## src/rtl/fetch_pkg.sv

```systemverilog
// Shared types and constants for the instruction fetch stage.
// Optional performance counters are enabled by defining FETCH_PERF_EN.
package fetch_pkg;

  typedef enum logic [1:0] {
    REQ  = 2'd0,
    WAIT = 2'd1,
    HOLD = 2'd2
  } fetch_state_t;

  localparam logic [31:0] NOP_INSTR_DEFAULT = 32'h0000_0013;
  localparam logic [31:0] RESET_PC_DEFAULT  = 32'h0000_0000;

  typedef struct packed {
    logic [31:0] pc;
    logic [31:0] inst;
  } fetch_pkt_t;

  // Sequential PC; wraps modulo 2^32.
  function automatic logic [31:0] fetch_next_pc(input logic [31:0] pc);
    return pc + 32'd4;
  endfunction

endpackage

```

## src/rtl/fetch_hold_buffer.sv

```systemverilog
// One-entry holding register for a fetched pc/instruction pair that
// arrived while decode was stalled. Clear takes priority over load.
module fetch_hold_buffer
  import fetch_pkg::*;
(
  input  logic       clock,
  input  logic       reset,
  input  logic       load,
  input  logic       clear,
  input  fetch_pkt_t din,
  output fetch_pkt_t dout,
  output logic       valid
);

  fetch_pkt_t pkt_q;
  logic       valid_q;

  // Capture a packet on load; drop it on clear or reset.
  always_ff @(posedge clock) begin
    if (reset) begin
      pkt_q   <= '0;
      valid_q <= 1'b0;
    end else if (clear) begin
      valid_q <= 1'b0;
    end else if (load) begin
      pkt_q   <= din;
      valid_q <= 1'b1;
    end
  end

  assign dout  = pkt_q;
  assign valid = valid_q;

endmodule

```

## src/rtl/fetch_stage.sv

```systemverilog
// Instruction fetch stage: owns the PC, reads instruction memory over a
// req/gnt/rvalid handshake and drives the pc/instruction pair into the
// enable-less fetch-to-decode register every cycle (re-presenting it when
// stalled, NOP bubble when idle). Redirects from execute discard any
// in-flight response. Define FETCH_PERF_EN to add fetchCount/stallCycles.
module fetch_stage
  import fetch_pkg::*;
#(
  parameter logic [31:0] RESET_PC  = RESET_PC_DEFAULT,
  parameter logic [31:0] NOP_INSTR = NOP_INSTR_DEFAULT
) (
  input  logic        clock,
  input  logic        reset,
  input  logic        stall,
  input  logic        redirectValid,
  input  logic [31:0] redirectPc,
  output logic        imemReq,
  output logic [31:0] imemAddr,
  input  logic        imemGnt,
  input  logic        imemRvalid,
  input  logic [31:0] imemRdata,
  output logic [31:0] pcOut,
  output logic [31:0] instOut,
  output logic        instValid
`ifdef FETCH_PERF_EN
  ,
  output logic [31:0] fetchCount,
  output logic [31:0] stallCycles
`endif
);

  fetch_state_t state_q, state_d;
  logic [31:0]  pc_q, pc_d;
  logic         discard_q, discard_d;
  logic [31:0]  pc_out_q, pc_out_d;
  logic [31:0]  inst_out_q, inst_out_d;
  logic         inst_valid_q, inst_valid_d;
  logic         buf_load, buf_clear, buf_valid;
  logic         deliver;
  fetch_pkt_t   buf_in, buf_out;

  assign buf_in = '{pc: pc_q, inst: imemRdata};

  fetch_hold_buffer u_hold_buffer (
    .clock (clock),
    .reset (reset),
    .load  (buf_load),
    .clear (buf_clear),
    .din   (buf_in),
    .dout  (buf_out),
    .valid (buf_valid)
  );

  // Request only while waiting for a grant; address is the PC register.
  assign imemReq  = (state_q == REQ) && !reset;
  assign imemAddr = pc_q;

  // Next-state, PC and output-register selection.
  always_comb begin
    state_d      = state_q;
    pc_d         = pc_q;
    discard_d    = discard_q;
    pc_out_d     = pc_out_q;
    inst_out_d   = inst_out_q;
    inst_valid_d = inst_valid_q;
    buf_load     = 1'b0;
    buf_clear    = 1'b0;
    deliver      = 1'b0;

    // With decode free and nothing new to present, drive a bubble.
    if (!stall) begin
      inst_out_d   = NOP_INSTR;
      inst_valid_d = 1'b0;
    end

    if (redirectValid) begin
      // Redirect wins over stall in every state.
      pc_d         = {redirectPc[31:2], 2'b00};
      inst_out_d   = NOP_INSTR;
      inst_valid_d = 1'b0;
      buf_clear    = 1'b1;
      // A granted-but-unanswered read must be swallowed when it returns.
      if ((state_q == REQ && imemGnt) || (state_q == WAIT && !imemRvalid)) begin
        discard_d = 1'b1;
        state_d   = WAIT;
      end else begin
        discard_d = 1'b0;
        state_d   = REQ;
      end
    end else begin
      unique case (state_q)
        REQ: begin
          if (imemGnt) state_d = WAIT;
        end
        WAIT: begin
          if (imemRvalid) begin
            if (discard_q) begin
              discard_d = 1'b0;
              state_d   = REQ;
            end else if (!stall) begin
              pc_out_d     = pc_q;
              inst_out_d   = imemRdata;
              inst_valid_d = 1'b1;
              pc_d         = fetch_next_pc(pc_q);
              deliver      = 1'b1;
              state_d      = REQ;
            end else begin
              buf_load = 1'b1;
              state_d  = HOLD;
            end
          end
        end
        HOLD: begin
          if (!stall && buf_valid) begin
            pc_out_d     = buf_out.pc;
            inst_out_d   = buf_out.inst;
            inst_valid_d = 1'b1;
            buf_clear    = 1'b1;
            pc_d         = fetch_next_pc(pc_q);
            deliver      = 1'b1;
            state_d      = REQ;
          end
        end
        default: state_d = REQ;
      endcase
    end
  end

  // State, PC and output registers.
  always_ff @(posedge clock) begin
    if (reset) begin
      state_q      <= REQ;
      pc_q         <= RESET_PC;
      discard_q    <= 1'b0;
      pc_out_q     <= 32'h0;
      inst_out_q   <= NOP_INSTR;
      inst_valid_q <= 1'b0;
    end else begin
      state_q      <= state_d;
      pc_q         <= pc_d;
      discard_q    <= discard_d;
      pc_out_q     <= pc_out_d;
      inst_out_q   <= inst_out_d;
      inst_valid_q <= inst_valid_d;
    end
  end

  assign pcOut     = pc_out_q;
  assign instOut   = inst_out_q;
  assign instValid = inst_valid_q;

`ifdef FETCH_PERF_EN
  logic [31:0] fetch_count_q;
  logic [31:0] stall_cycles_q;

  // Free-running, wrapping event counters.
  always_ff @(posedge clock) begin
    if (reset) begin
      fetch_count_q  <= 32'h0;
      stall_cycles_q <= 32'h0;
    end else begin
      if (deliver) fetch_count_q <= fetch_count_q + 32'd1;
      if (stall)   stall_cycles_q <= stall_cycles_q + 32'd1;
    end
  end

  assign fetchCount  = fetch_count_q;
  assign stallCycles = stall_cycles_q;
`else
  logic unused_deliver;
  assign unused_deliver = deliver;
`endif

endmodule

```

## config.mk

```make
export PLATFORM = sky130hd
export DESIGN_NAME = fetch_stage
export DESIGN_NICKNAME = d
export VERILOG_FILES = /design/src/rtl/fetch_pkg.sv /design/src/rtl/fetch_hold_buffer.sv /design/src/rtl/fetch_stage.sv
export SDC_FILE = /design/constraint.sdc
export NUM_CORES = 1
export LEC_CHECK = 0
export CORE_ASPECT_RATIO = 0.6
export CORE_UTILIZATION = 50
export CTS_BUF_LIST = sky130_fd_sc_hd__clkbuf_8 sky130_fd_sc_hd__clkbuf_16
export CTS_CLUSTER_DIAMETER = 150
export DETAILED_ROUTE_END_ITERATION = 8
export PLACE_DENSITY = 0.8
export SLEW_MARGIN = 20
export SYNTH_ARGS = -nofsm -noshare
export SYNTH_HDL_FRONTEND = slang
export SYNTH_SLANG_ARGS = --single-unit
```

## constraint.sdc

```tcl
create_clock -name clock -period 2.35 [get_ports clock]
set_input_delay 0.5875 -clock clock [delete_from_list [all_inputs] [get_ports clock]]
set_output_delay 0.5875 -clock clock [all_outputs]
set_load 0.02 [all_outputs]
```

==> impl_metrics.csv, run 1 <==
group,metric,value,unit
critical_path,cpPeakStageDelay,0.51,ns
finish,diodes,0,
run_status,status,"complete, no violations",
timing,slew_violations,0,
logic_synthesis,yosysTopAreaCell,"dfxtp_1",
floorplan,initial_core_util,52.3,%
timing,period_share,95.7,%
placement,post-place-ws,-0.324,ns
logic_synthesis,synth.avg_cell_area,8.29,um^2
floorplan,num_rows,33,
logic_synthesis,synth_most_common_cell,"nand2_1",
timing,holdWs,0.454,ns
floorplan,io_pins,168,
clock_tree,cts_buffer_depth,2,
timing,finalSetupViolCount,0,
finish,nets,1087,
critical_path,startpoint_type,"input port",
routing,first_pass_iters,5,
timing,tightest_slew,0.610,ns
power,power.leakage,3.22,nW
logic_synthesis,synth_top_area_share,43.7,%
logic_synthesis,ys_types,47,
logic_synthesis,synth_area,0.00728,mm^2
power,vdd_drop_max,0.447,mV
routing,drc,0,
floorplan,dieArea,0.0151,mm^2
critical_path,cp_slowest_cell,"clkdlybuf4s50_1",
global_route,antenna_found_initial,0,
routing,viasPerCell,5.69,
finish,layout-drive-gt1-share,8.98,%
clock_tree,cts-buffers-inserted,17,
routing,vias,6926,
timing,hold_violations,0,
logic_synthesis,synth_common_cells,"nand2_1 (166), dfxtp_1 (159), a21oi_1 (92)",
finish,nFillCells,1117,
global_route,grt_max_degree,76,
logic_synthesis,ys_warn_count,0,
min_path,hold_class,"reg2reg",
timing,slew_headroom,59.3,%
timing,setup_slack,0.101,ns
flow_run,drv_cap,0,
floorplan,die_w,158,um
placement,dp_hpwl,13.7,mm
logic_synthesis,ys_ff_latch,159,
power,power.density,655,mW/mm^2
critical_path,crit_chain,"clkdlybuf4s50_1, nand2b_1, a211o_1, buf_4, nor2_4, buf_12, nor2_1, a211oi_1",
floorplan,fp.dieH,95.5,um
logic_synthesis,async_reset_ff_share,0,%
critical_path,worst_setup_path_end_kind,"flop",
routing,ant_nets,0,
routing,wire_per_inst,17.1,um
clock_tree,cts_tree,"yes",
placement,portBuffers,161,
global_route,grt_usage,28.3,%
placement,dpl.cell_count,1186,
placement,gp_congestion,0.844,
timing,final.min_clock_period,2.25,ns
global_route,grt_pass1_vias,6386,
critical_path,path_buf_inv,3,
clock_tree,cts.clk_slew.worst_paths,0.06,ns
critical_path,crit_fanout,40,
clock_tree,clk_latency,0.42,ns
clock_tree,ctsRootBufferMaster,"clkbuf_16",
critical_path,crit_type,"in2reg",
floorplan,core_area,0.0139,mm^2
logic_synthesis,ys.flop_type,"dfxtp_1",
critical_path,path_delay_family,"buffers and inverters",
finish,fin_util,70.4,%
logic_synthesis,ys_seq_area_share,43.7,%
global_route,grt_pass1_wl,33.2,mm
clock_tree,clock-sinks,159,
critical_path,arrival,2.57,ns
critical_path,cp.required,2.67,ns
finish,fin_cells,1217,
clock_tree,htree_levels,4,
routing,routed_wl,20.8,mm
global_route,grt-ovfl-total,0,
finish,area_growth,34.5,%
routing,drtIter0Drc,502,
logic_synthesis,synth_area_leaders,"dfxtp_1 (44%), nand2_1 (8.6%), a21oi_1 (6.3%), a211oi_1 (5.3%), mux2i_1 (4.4%)",
timing,fin_worst_skew,0.0138,ns
logic_synthesis,syn_inst,878,
timing,max_freq,445,MHz
logic_synthesis,synth_edf_count,0,
[sequential cells by signal, indices dropped and copies added (netlist names)]
signal,cells
pcOut,30
instOut,32
imemAddr,30
u_hold_buffer.valid,1
state_q,2
u_hold_buffer.dout,62
instValid,1
discard_q,1
[worst reg2reg max path: cells and delay by family (launching register included)]
family | cells | cell delay, ns
AO/OA/AOI/OAI | 2 | 0.62
buffers and inverters | 3 | 0.55
flip-flops | 1 | 0.34
AND/OR/NAND/NOR | 2 | 0.26
adder cells (fa/ha/maj) | 1 | 0.21
multiplexers | 1 | 0.14
[routing by layer]
layer	GRT usage, %	vias up	share of wire (%)
met5	0	-	0
met4	8.82	0	1.5
met3	5.86	25	7.2
met2	41.1	260	43
met1	41.5	3266	49
li1	-	3375	-
[area by class of cell]
| cell class | count | area, um^2 | share of cell area, % |
|---|---|---|---|
| well taps | 192 | 240 | 2.45 |
| clock buffers | 17 | 425 | 4.34 |
| inverters | 11 | 41.3 | 0.422 |
| flip-flops and latches | 159 | 3180 | 32.5 |
| repair buffers | 198 | 2010 | 20.5 |
| clock inverters | 14 | 143 | 1.46 |
| multi-input cells | 626 | 3750 | 38.3 |
[layout by cell type, fill, tap and decap left out, types with 5 or more instances in the layout]
master	count
nor4_2	8
and3_1	9
nor2b_1	5
nor2_1	69
o21ai_0	27
a211oi_1	51
xnor2_1	19
nor4_4	6
a21oi_1	92
mux2i_1	32
and4_1	9
clkdlybuf4s50_1	158
buf_12	10
buf_4	27
clkbuf_16	17
nor3_1	6
a32oi_1	10
nor3b_1	19
a22oi_1	19
nand3_1	11
a221o_1	8
nand2_1	166
nand4_1	10
dfxtp_1	159
inv_1	12
[report_power, final]
group / internal, mW / switching [mW]
logic: 0.379 / 0.453
clock network: 1.56 / 1.16
registers: 2.77 / 0.0907
[stage by stage]
stage	cell area, um^2	setup TNS (ns)	power, mW
detailed placement	9200	-9.62	3.74
finish	9790	0	6.41
CTS	9770	0	6.43
global route	9790	-0.00245	6.63
global placement	9200	-8.44	3.73
floorplan	7290	0	3.33
[path summary, 6_finish.rpt]
| path | from | endpoint | slack [ns] | cells past startpoint |
|---|---|---|---|---|
| setup / recovery | imemRvalid | pcOut[27] | 0.10 | 8 |
| hold / removal | u_hold_buffer.dout[31] | u_hold_buffer.dout[31] | 0.45 | 2 |
| setup reg to reg | state_q[0] | pcOut[27] | 0.14 | 9 |
| hold reg to reg | u_hold_buffer.dout[31] | u_hold_buffer.dout[31] | 0.45 | 2 |
[cells by family (layout without fill, tap and decap cells)]
kind of cell	count (synthesis)	count (layout)	share of synthesized area, %
AOI/OAI and AO/OA	228	228	20.1
xor gates and xnor gates	23	23	2.77
adders and majority gates	4	4	0.688
buffers and inverters	96	240	5.48
DFF	159	159	43.7
muxes	32	32	4.40
other	1	4	0.0515
and+or+nand+nor	335	335	22.8
[what timing repair did]
item,CTS,global route
hold endpoints to repair,0,0
resized for setup,1,4
setup endpoints to repair,1,4
pin swaps,0,0
buffers inserted,0,0
hold buffers,0,0
gates cloned,0,0
(Power assumes the default switching activity.)
==> run 2, diff against run 1 <==
Settings changed: PLACE_DENSITY 0.8 to default, PLACE_DENSITY_LB_ADDON from default to 0.2.
==> run 2 against run 1 <==
Setup slack improved by 0.034 ns. Final cell count decreased by 0.16%. Combinational power decreased by 2.6%. Worst hold slack hardly changed. Routed wire length is 2.8% lower. Sequential share of layout area increased by 0.19 points. Clock skew down 0.0016 ns. Critical path depth unchanged.
==> impl_metrics.csv, run 2 (same netlist as run 1, synthesis figures left out) <==
group,metric,value,unit
timing,final.min_clock_period,2.22,ns
timing,finalSetupViolCount,0,
clock_tree,post_cts_buffers,0,
critical_path,cp.required,2.67,ns
timing,slew_headroom,41.7,%
clock_tree,htree_levels,4,
power,power.leakage,3.17,nW
power,combPwrFrac,12.7,%
global_route,grt-ovfl-total,0,
placement,dpl.cell_count,1183,
timing,max_freq,451,MHz
timing,period_share,94.3,%
finish,area_growth,33.7,%
floorplan,initial_core_util,52.3,%
power,totalPowerFinal,6.38,mW
placement,gp_congestion,0.822,
floorplan,die_w,158,um
routing,drtIter0Drc,439,
power,swShare,26.8,%
critical_path,startpoint_type,"input port",
routing,ant_nets,0,
routing,wire_per_inst,16.6,um
timing,slew_violations,0,
power,power.density,655,mW/mm^2
power,p_clk_share,42.4,%
clock_tree,cts-buffers-inserted,17,
timing,fin_worst_skew,0.0122,ns
critical_path,crit_type,"in2reg",
routing,vias,6921,
clock_tree,clock-sinks,159,
power,p_sw,1.71,mW
global_route,grt_pass1_wl,32.4,mm
clock_tree,cts_buffer_depth,2,
finish,fin_cells,1215,
min_path,hold_class,"reg2reg",
floorplan,fp.dieH,95.5,um
finish,layout-drive-gt1-share,8.99,%
timing,hold_violations,0,
routing,first_pass_iters,5,
clock_tree,ctsRootBufferMaster,"clkbuf_16",
placement,dp_hpwl,13.4,mm
finish,nets,1084,
finish,final_common_cell,"nand2_1",
critical_path,arrival,2.53,ns
clock_tree,clk_latency,0.42,ns
clock_tree,cts.clk_slew.worst_paths,0.07,ns
finish,mostFrequentLayoutCells,"nand2_1 (165), dfxtp_1 (159), clkdlybuf4s50_1 (158)",
clock_tree,cts_tree,"yes",
power,p_seq_share,44.9,%
power,p_int,4.67,mW
critical_path,worst_setup_path_end_kind,"flop",
clock_tree,cts_hold_buf,0,
placement,place_area,0.00914,mm^2
routing,routed_wl,20.2,mm
finish,diodes,0,
critical_path,crit_fanout,50,
flow_run,drv_cap,0,
floorplan,core_area,0.0139,mm^2
floorplan,num_rows,33,
floorplan,dieArea,0.0151,mm^2
finish,largest_reg_flops,62,
global_route,grt_pass1_vias,6212,
routing,viasPerCell,5.70,
timing,holdWs,0.454,ns
timing,tightest_slew,0.875,ns
placement,portBuffers,161,
global_route,grt_max_degree,85,
global_route,antenna_found_initial,0,
timing,rsz0062_at_grt,"false",
routing,drc,0,
finish,finalInstanceArea,0.00973,mm^2
timing,finalSetupTns,0,ns
floorplan,io_pins,168,
power,vdd_drop_max,0.451,mV
run_status,status,"complete, no violations",
global_route,grt_usage,27.6,%
## run 2: final timing paths
| path | startpoint | to | slack [ns] | cells after the start |
|---|---|---|---|---|
| worst min-delay path | u_hold_buffer.dout[60] | u_hold_buffer.dout[60] | 0.45 | 2 |
| worst min register to register | u_hold_buffer.dout[60] | u_hold_buffer.dout[60] | 0.45 | 2 |
| worst max-delay path | imemRvalid | pcOut[9] | 0.13 | 8 |
| worst max register to register | state_q[1] | pcOut[9] | 0.19 | 9 |
## run 2: critical path: stages
cell             delay [ns]
clkdlybuf4s50_1        0.50
nand2b_1               0.10
a211o_1                0.41
buf_4                  0.25
nor2_4                 0.13
buf_12                 0.23
nor2_1                 0.07
a211oi_1               0.24
## run 2: routing by layer
metal | vias up | share of wire (%) | global-route usage [%] | routed length [um]
met3 | 19 | 6.6 | 4.82 | 1330
met5 | - | 0 | 0 | 0
met1 | 3295 | 50 | 40.8 | 10100
met4 | 0 | 1.0 | 8.17 | 212
met2 | 246 | 43 | 40.5 | 8620
li1 | 3361 | - | - | -
## run 2: power by group through the flow
stage / Clock (mW) / Combinational [mW] / Sequential (mW)
floorplan: 0 / 0.360 / 2.97
global placement: 0 / 0.795 / 2.92
detailed placement: 0 / 0.803 / 2.92
CTS: 2.74 / 0.808 / 2.86
global route: 2.88 / 0.876 / 2.87
finish: 2.71 / 0.810 / 2.86
## run 2: metrics by stage
| stage | util, % | setup WS, ns |
|---|---|---|
| final | 70.0 | 0.135 |
| after global routing | 70.0 | 0.0215 |
| after CTS | 69.9 | 0.150 |
| after detailed placement | 65.7 | -0.263 |
| after global placement | 65.7 | -0.211 |
| after floorplan | - | 0.277 |
## run 2: area by class of cell
type,instances,area [um^2]
clock buffer,19,453
clock inverter,13,129
fill,1156,4180
inverter,11,41.3
multi-input combinational,626,3740
sequential,159,3180
tap,192,240
timing repair buffer,195,1950
## run 2: repair_timing
action / in CTS / in global routing
endpoints found under the setup margin: 1 / 8
gates cloned: 0 / 0
resized for setup: 1 / 2
endpoints found under the hold margin: 0 / 0
pin swaps: 0 / 0
==> run 3, diff against run 2 <==
Settings changed: CORE_MARGIN from default to 8.
==> run 3 against run 2 <==
Clock-buffer cell count decreased by 1. First-iteration DRC count increased by 46%. Maximum frequency decreased by 1.5%. Sequential power about the same. Sequential share of layout area decreased by 0.15 points. Utilization decreased by 1.9 points. Sequential cell count unchanged. Die area increased by 25%. Total power about the same. Setup slack got worse by 0.033 ns. Clock power about the same.
==> impl_metrics.csv, run 3 (same netlist as run 1, synthesis figures left out) <==
group,metric,value,unit
run_status,status,"complete, no violations",
timing,finalSetupViolCount,0,
critical_path,cp.depth,1,
critical_path,arrival,1.66,ns
routing,vias,6915,
power,power.density,653,mW/mm^2
routing,wire_per_inst,17.4,um
timing,final.min_clock_period,2.25,ns
floorplan,io_pins,168,
clock_tree,cts.clk_slew.worst_paths,0.06,ns
min_path,hold_class,"reg2reg",
min_path,worst_hold_path.num_cells,2,
critical_path,cp.required,1.76,ns
global_route,grt-ovfl-total,0,
finish,layout-drive-gt1-share,9.27,%
clock_tree,cts_hold_buf,0,
clock_tree,ctsRootBufferMaster,"clkbuf_16",
timing,tightest_slew,0.705,ns
clock_tree,htree_levels,4,
global_route,grt-busiest-layer,"met1",
critical_path,cpPeakStageDelay,0.70,ns
floorplan,fp.dieH,109,um
clock_tree,cts-buffers-inserted,17,
critical_path,cp_slowest_cell,"clkdlybuf4s50_1",
global_route,use_met3,5.45,%
global_route,antenna_found_initial,1,
finish,final_common_cell,"nand2_1",
routing,routed_wl,21.2,mm
clock_tree,clock-sinks,159,
clock_tree,cts_tree,"yes",
routing,drc,0,
placement,gp_congestion,0.798,
critical_path,path_buf_inv,1,
timing,finalSetupTns,0,ns
floorplan,dieArea,0.0188,mm^2
critical_path,reg2reg_depth,9,
floorplan,num_rows,34,
critical_path,crit_type,"reg2out",
critical_path,crit_fanout,10,
global_route,grt_util_met2,32.2,%
global_route,grt_pass1_wl,33.6,mm
floorplan,core_area,0.0144,mm^2
timing,setup_slack,0.102,ns
placement,dp_hpwl,14.1,mm
timing,slew_violations,0,
clock_tree,cts_buffer_depth,2,
routing,drtIter0Drc,641,
floorplan,initial_core_util,50.6,%
timing,slew_headroom,53.0,%
global_route,grt_usage,22.2,%
finish,area_growth,34.4,%
global_route,use_met1,32.5,%
routing,ant_nets,0,
power,vdd_drop_max,0.357,mV
critical_path,path_delay_family,"buffers and inverters",
clock_tree,clk_latency,0.42,ns
timing,max_freq,445,MHz
placement,post-place-ws,-0.262,ns
finish,mostFrequentLayoutCells,"nand2_1 (166), dfxtp_1 (159), clkdlybuf4s50_1 (158)",
critical_path,rrSetupSlack,0.18,ns
critical_path,crit_end,"imemAddr[14]",
clock_tree,post_cts_buffers,0,
timing,hold_violations,0,
global_route,grt_max_degree,87,
timing,rsz0062_at_grt,"false",
floorplan,die_w,172,um
critical_path,startpoint_type,"flop",
power,power.leakage,3.19,nW
critical_path,r2r-start,"state_q[1]",
timing,fin_worst_skew,0.0153,ns
finish,diodes,0,
routing,first_pass_iters,5,
critical_path,worst_setup_path_end_kind,"output pin",
critical_path,crit_chain,"clkdlybuf4s50_1",
flow_run,drv_cap,0,
critical_path,reg2reg_to,"pcOut[31]",
critical_path,critPathLaunch,"imemAddr[14]",
global_route,grt_pass1_vias,6296,
routing,viasPerCell,5.65,
finish,nets,1087,
finish,largest_reg_flops,62,
timing,period_share,95.7,%
placement,portBuffers,161,
-- run 3: what timing repair did --
action	CTS	global route
cloned	0	0
gates resized for setup	1	3
setup endpoints to repair	1	4
-- run 3: final cells by class --
cell class | instances | area [um^2]
Clock buffer | 18 | 439
Multi-Input combinational cell | 626 | 3740
Inverter | 11 | 41.3
Sequential cell | 159 | 3180
Clock inverter | 13 | 131
Fill cell | 1219 | 4600
Tap cell | 198 | 248
Timing Repair Buffer | 198 | 1990
-- run 3: where the power goes --
group | switching [mW] | internal (mW)
combinational | 0.456 | 0.377
sequential | 0.0884 | 2.77
clock | 1.19 | 1.50
-- run 3: worst min-delay path by stage --
stage,to,slack (ns),from
6_report,u_hold_buffer.dout[2],0.45,u_hold_buffer.dout[2]
4_1_cts,u_hold_buffer.dout[2],0.46,u_hold_buffer.dout[2]
3_5_place_dp,u_hold_buffer.dout[23],0.45,u_hold_buffer.dout[23]
2_1_floorplan,u_hold_buffer.dout[34],0.44,u_hold_buffer.dout[34]
3_3_place_gp,u_hold_buffer.dout[36],0.44,u_hold_buffer.dout[36]
5_1_grt,u_hold_buffer.dout[18],0.47,u_hold_buffer.dout[18]
-- run 3: through the flow --
stage / std cells / area [um^2] / power, mW / hold WS, ns / utilization [%]
2_1_floorplan: 881 / 7290 / 3.33 / 0.436 / -
3_3_place_gp: 1192 / 9200 / 3.73 / 0.441 / 64.0
3_5_place_dp: 1192 / 9200 / 3.74 / 0.447 / 64.0
4_1_cts: 1223 / 9770 / 6.41 / 0.456 / 67.9
5_1_grt: 1223 / 9780 / 6.62 / 0.471 / 68.0
6_report: 1223 / 9780 / 6.39 / 0.454 / 68.0
-- run 3: routing by layer --
layer,wire (um),share of wire [%]
met2,8890,42
met5,10,0.047
met1,10500,49
met3,1600,7.6
met4,213,1.0
==> patch 1 (config.mk and constraints of run 3) <==
Re-encode `fetch_state_t` (3 states) as one-hot, 3 bits wide.
--- a/src/rtl/fetch_pkg.sv
+++ b/src/rtl/fetch_pkg.sv
@@ -3,8 +3,8 @@
 package fetch_pkg;
 
-  typedef enum logic [1:0] {
-    REQ  = 2'd0,
-    WAIT = 2'd1,
-    HOLD = 2'd2
+  typedef enum logic [2:0] {
+    REQ  = 3'b001,
+    WAIT = 3'b010,
+    HOLD = 3'b100
   } fetch_state_t;
 
Function: same outputs for any inputs over 4 cycles, from zero or initial values and one cycle with reset high; so few cycles prove little.
==> patch 1 against run 3 <==
- total power down 1.9%
- design area down 5.0%
- worst setup slack worse by 0.019 ns
- synthesized area down 7.7%
- die area down 6.8%
- sequential cell count up 1
- non-clock buffer count up 5
- wire length down 3.3%
- clock skew about the same
- critical path type is now input port to register
- largest cell class unchanged
- largest power group is now the clock network
==> patch 1: results (changes against run 3) <==
power.share.sequential: 0.450  # +0.002
place.gp.congestion: 0.839  # +5.1%
switching_share: 0.234  # -0.0378
ff2ff_path_depth: 6  # -3
cp_max_fo: 11  # +1
crit_family: "compound AO/OA/AOI/OAI gates"
first_global_vias: 6360  # +1.0%
synth_area_leaders: "dfxtp_1 (48%), nand2_1 (7.8%), a211oi_1 (5.9%), a21oi_1 (5.6%), nor2_1 (5.2%)"
final-seq-area_sq_um: 3200  # +0.63%
r2r_start: "imemAddr[11]"
whs_ns: 0.456  # +0.00271 ns
p_leak_nw: 3.01  # -5.5%
worst_ep_arrival_time_ns: 2.58  # +0.92 ns
outcome: "finished clean"
grt_max_degree: 128  # +47%
whs_endpoint: "u_hold_buffer.dout[39]"
pg_comb_mw: 0.545  # -35%
holdCritStartpoint: "u_hold_buffer.dout[39]"
multi_input_area_share: 0.346  # -0.0372
vias: 6458  # -6.6%
place_hpwl_mm: 14.1  # +0.23%
nMultiInputCombCells: 543  # -13%
critical_path.max_stage_delay_ns: 0.48  # -0.22 ns
clkCellAreaFrac: 0.0660  # +0.00762
setup.worst_path.start: "imemRvalid"
-- patch 1: cell families after synthesis --
| kind of cell | after synthesis | share of synthesized area |
|---|---|---|
| xor+xnor | 21 | 0.0274 |
| simple gates | 286 | 0.183 |
| compound gates | 205 | 0.222 |
| mux | 26 | 0.0387 |
| buf+inv | 80 | 0.0501 |
| fa+ha+maj | 1 | 0.00186 |
| other cells | 1 | 0.000558 |
| flops | 160 | 0.477 |
-- patch 1: worst max path at each step --
stage	to	slack, ns	cells after the start
finish	imemAddr[19]	0.08	7
global route	imemAddr[27]	0.01	6
CTS	imemAddr[19]	0.12	7
detailed placement	imemAddr[19]	-0.30	7
global placement	imemAddr[26]	-0.22	7
floorplan	imemAddr[26]	0.23	5
-- patch 1: tightest hold or removal path, stage by stage (launching register included) --
cell,delay [ns]
dfxtp_1,0.31
nand2_1,0.05
a21oi_1,0.05
-- patch 1: routing by layer --
| layer | vias to the layer above | track usage | part of all wire |
|---|---|---|---|
| met5 | - | 0 | 0 |
| met4 | 0 | 0.0749 | 0.018 |
| met3 | 34 | 0.0694 | 0.088 |
| met2 | 312 | 0.351 | 0.44 |
| met1 | 3029 | 0.299 | 0.45 |
| li1 | 3083 | - | - |
-- patch 1: what timing repair did --
item                                    CTS  global route
gates resized for setup                   1             0
hold endpoints to repair                  0             0
endpoints found under the setup margin    1             0
-- patch 1: through the flow --
step | power, mW | instance area, sq um | setup WS (ns) | instances | util
final | 6.26 | 9290 | 0.0831 | 1114 | 0.716
after global routing | 6.47 | 9290 | 0.00967 | 1114 | 0.716
after global placement | 3.40 | 8680 | -0.220 | 1084 | 0.669
after floorplan | 3.12 | 6730 | 0.228 | 783 | -
after detailed placement | 3.42 | 8680 | -0.304 | 1084 | 0.669
after CTS | 6.30 | 9290 | 0.119 | 1114 | 0.716
==> patch 2 (settings of run 3) <==
Made on the original files. Build with the macro `FETCH_PERF_EN` defined.
--- a/src/rtl/fetch_stage.sv
+++ b/src/rtl/fetch_stage.sv
@@ -4,4 +4,6 @@
 // stalled, NOP bubble when idle). Redirects from execute discard any
 // in-flight response. Define FETCH_PERF_EN to add fetchCount/stallCycles.
+`define FETCH_PERF_EN
+
 module fetch_stage
   import fetch_pkg::*;
Behaviour (old outputs only; new: fetchCount and stallCycles): unchanged (Yosys induction, for registers that start in step).
==> patch 2 against run 3 <==
- fmax is 2.1% lower
- wire length is 54% higher
- synthesized area is 44% higher
- global-route usage is 1.6 points higher
- critical endpoint is now imemAddr[4]
- total power is 39% higher
- sequential cell count is 64 higher
- largest cell class unchanged
- die area is 39% higher
- hold slack worse by 0.00065 ns
- design area is 46% higher
- critical path depth is 1 higher
- worst setup slack worse by 0.048 ns
==> patch 2: results (changes against run 3) <==
p_leak_nw: 4.76  # +50%
antenna_found_initial: 1  # unchanged
grt_pass1_wl_mm: 52.3  # +55%
dp_cells: 1731  # +45%
portBuffers: 225  # +40%
syn-instance-count: 1262  # +44%
setup.worst_path.start: "imemAddr[4]"
yosys_warnings: 0  # unchanged
place.gp.congestion: 0.819  # +2.6%
avgRoutedWirePerCell_um: 18.4  # +6.2%
layout-drive-gt1-share: 0.0979  # +0.00524
hp-class: "register to register"
synth_top_family_by_area: "simple AND/OR/NAND/NOR gates"
synth.distinct_cells: 66  # +40%
r2r_start: "state_q[0]"
largest_reg_flops: 62  # unchanged
cts-htree-levels: 1  # -3
final-seq-area_sq_um: 4470  # +40%
tightest_slew_ns: 0.709  # +0.00354 ns
synthXorXnorAreaFrac: 0.0142  # -0.0135
drt-total-wl_mm: 32.6  # +54%
holdCritStartpoint: "u_hold_buffer.dout[17]"
synthArstFlopShare: 0  # unchanged
hold_buffers: 0  # unchanged
critical_path.max_stage_delay_ns: 0.63  # -0.07 ns
clock_skew_ns: 0.0139  # -0.00144 ns
critical-path-slowest-cell: "clkdlybuf4s50_1"
synth_compound_area_frac: 0.215  # +0.0141
synth_area_leaders: "dfxtp_1 (42%), a21oi_1 (6.7%), nand2_1 (6.0%), a311oi_1 (3.8%), clkbuf_1 (3.5%)"
outcome: "finished clean"
synthAdderAreaFrac: 0.00714  # +0.000266
synth_commonest_cells: "dfxtp_1 (223), nand2_1 (167), a21oi_1 (141)"
worst_ep_arrival_time_ns: 1.71  # +0.05 ns
peakVddDrop_mv: 0.533  # +49%
vias_per_cell: 5.93  # +4.9%
grtUsageTotal: 0.238  # +0.0155
clkTransAtPathRegs_ns: 0.07
cp_max_fo: 9  # -1
place_hpwl_mm: 22.3  # +58%
muxShareOfSynthArea: 0.0411  # -0.00294
fillers: 1720  # +41%
yosysSeqAreaShare: 0.425  # -0.0126
dp_slack_ns: -0.398  # -0.136 ns
root_buffer: "clkbuf_16"
first_global_vias: 9919  # +58%
first_pass_iters: 5  # unchanged
antenna_cells: 0  # unchanged
insertion_delay_ns: 0.51  # +0.09 ns
grt_max_degree: 59  # -32%
finalNetCount: 1552  # +43%
drt_iter0_drc: 815  # +27%
placed_area_sq_um: 13500  # +46%
cts_made_buffers: 22  # +5
cts.path.max_buffers: 3  # +1
## patch 2: power by group
group,leakage [nW],switching [mW],total [mW],internal (mW)
sequential,1.81,0.0886,3.96,3.87
clock,0.402,1.54,3.87,2.33
combinational,2.55,0.585,1.07,0.488
total,4.76,2.22,8.90,6.68
## patch 2: worst paths after layout
check | endpoint | slack (ns) | depth (start not counted)
setup reg to reg | imemAddr[9] | 0.07 | 7
hold / removal | u_hold_buffer.dout[17] | 0.45 | 2
setup / recovery | imemAddr[4] | 0.05 | 2
hold reg to reg | u_hold_buffer.dout[17] | 0.45 | 2
## patch 2: kinds of logic (layout without fill, tap and decap cells)
family                   after synthesis  count (layout)
adder cells (fa/ha/maj)                6               6
other                                  1               4
buffers and inverters                143             369
flip-flops                           223             223
XOR/XNOR                              17              17
AND/OR/NAND/NOR                      494             494
AO/OA/AOI/OAI                        336             336
multiplexers                          42              42
## patch 2: area by class of cell
cell class	instances	share of cell area
clock inverter	15	0.0148
multi-input combinational	899	0.389
timing repair buffer	309	0.214
sequential	223	0.312
clock buffer	24	0.0404
inverter	21	0.00551
tap	279	0.0244
## patch 2: timing repair
action / CTS / global route
pin swaps: 1 / 0
endpoints found under the setup margin: 4 / 19
gates resized for setup: 6 / 11
buffers inserted: 0 / 0
endpoints found under the hold margin: 0 / 0
gates cloned: 0 / 0
## patch 2: per-layer routing
metal	track usage	vias to the layer above	routed length [um]
li1	-	5064	-
met2	0.372	367	14500
met3	0.0586	49	2800
met1	0.328	5017	14600
met4	0.0535	2	634
met5	0	-	13
## patch 2: critical path, delay by kind of cell (launching register included)
family | cells | cell delay, ns
flops | 1 | 0.38
buf+inv | 2 | 0.82
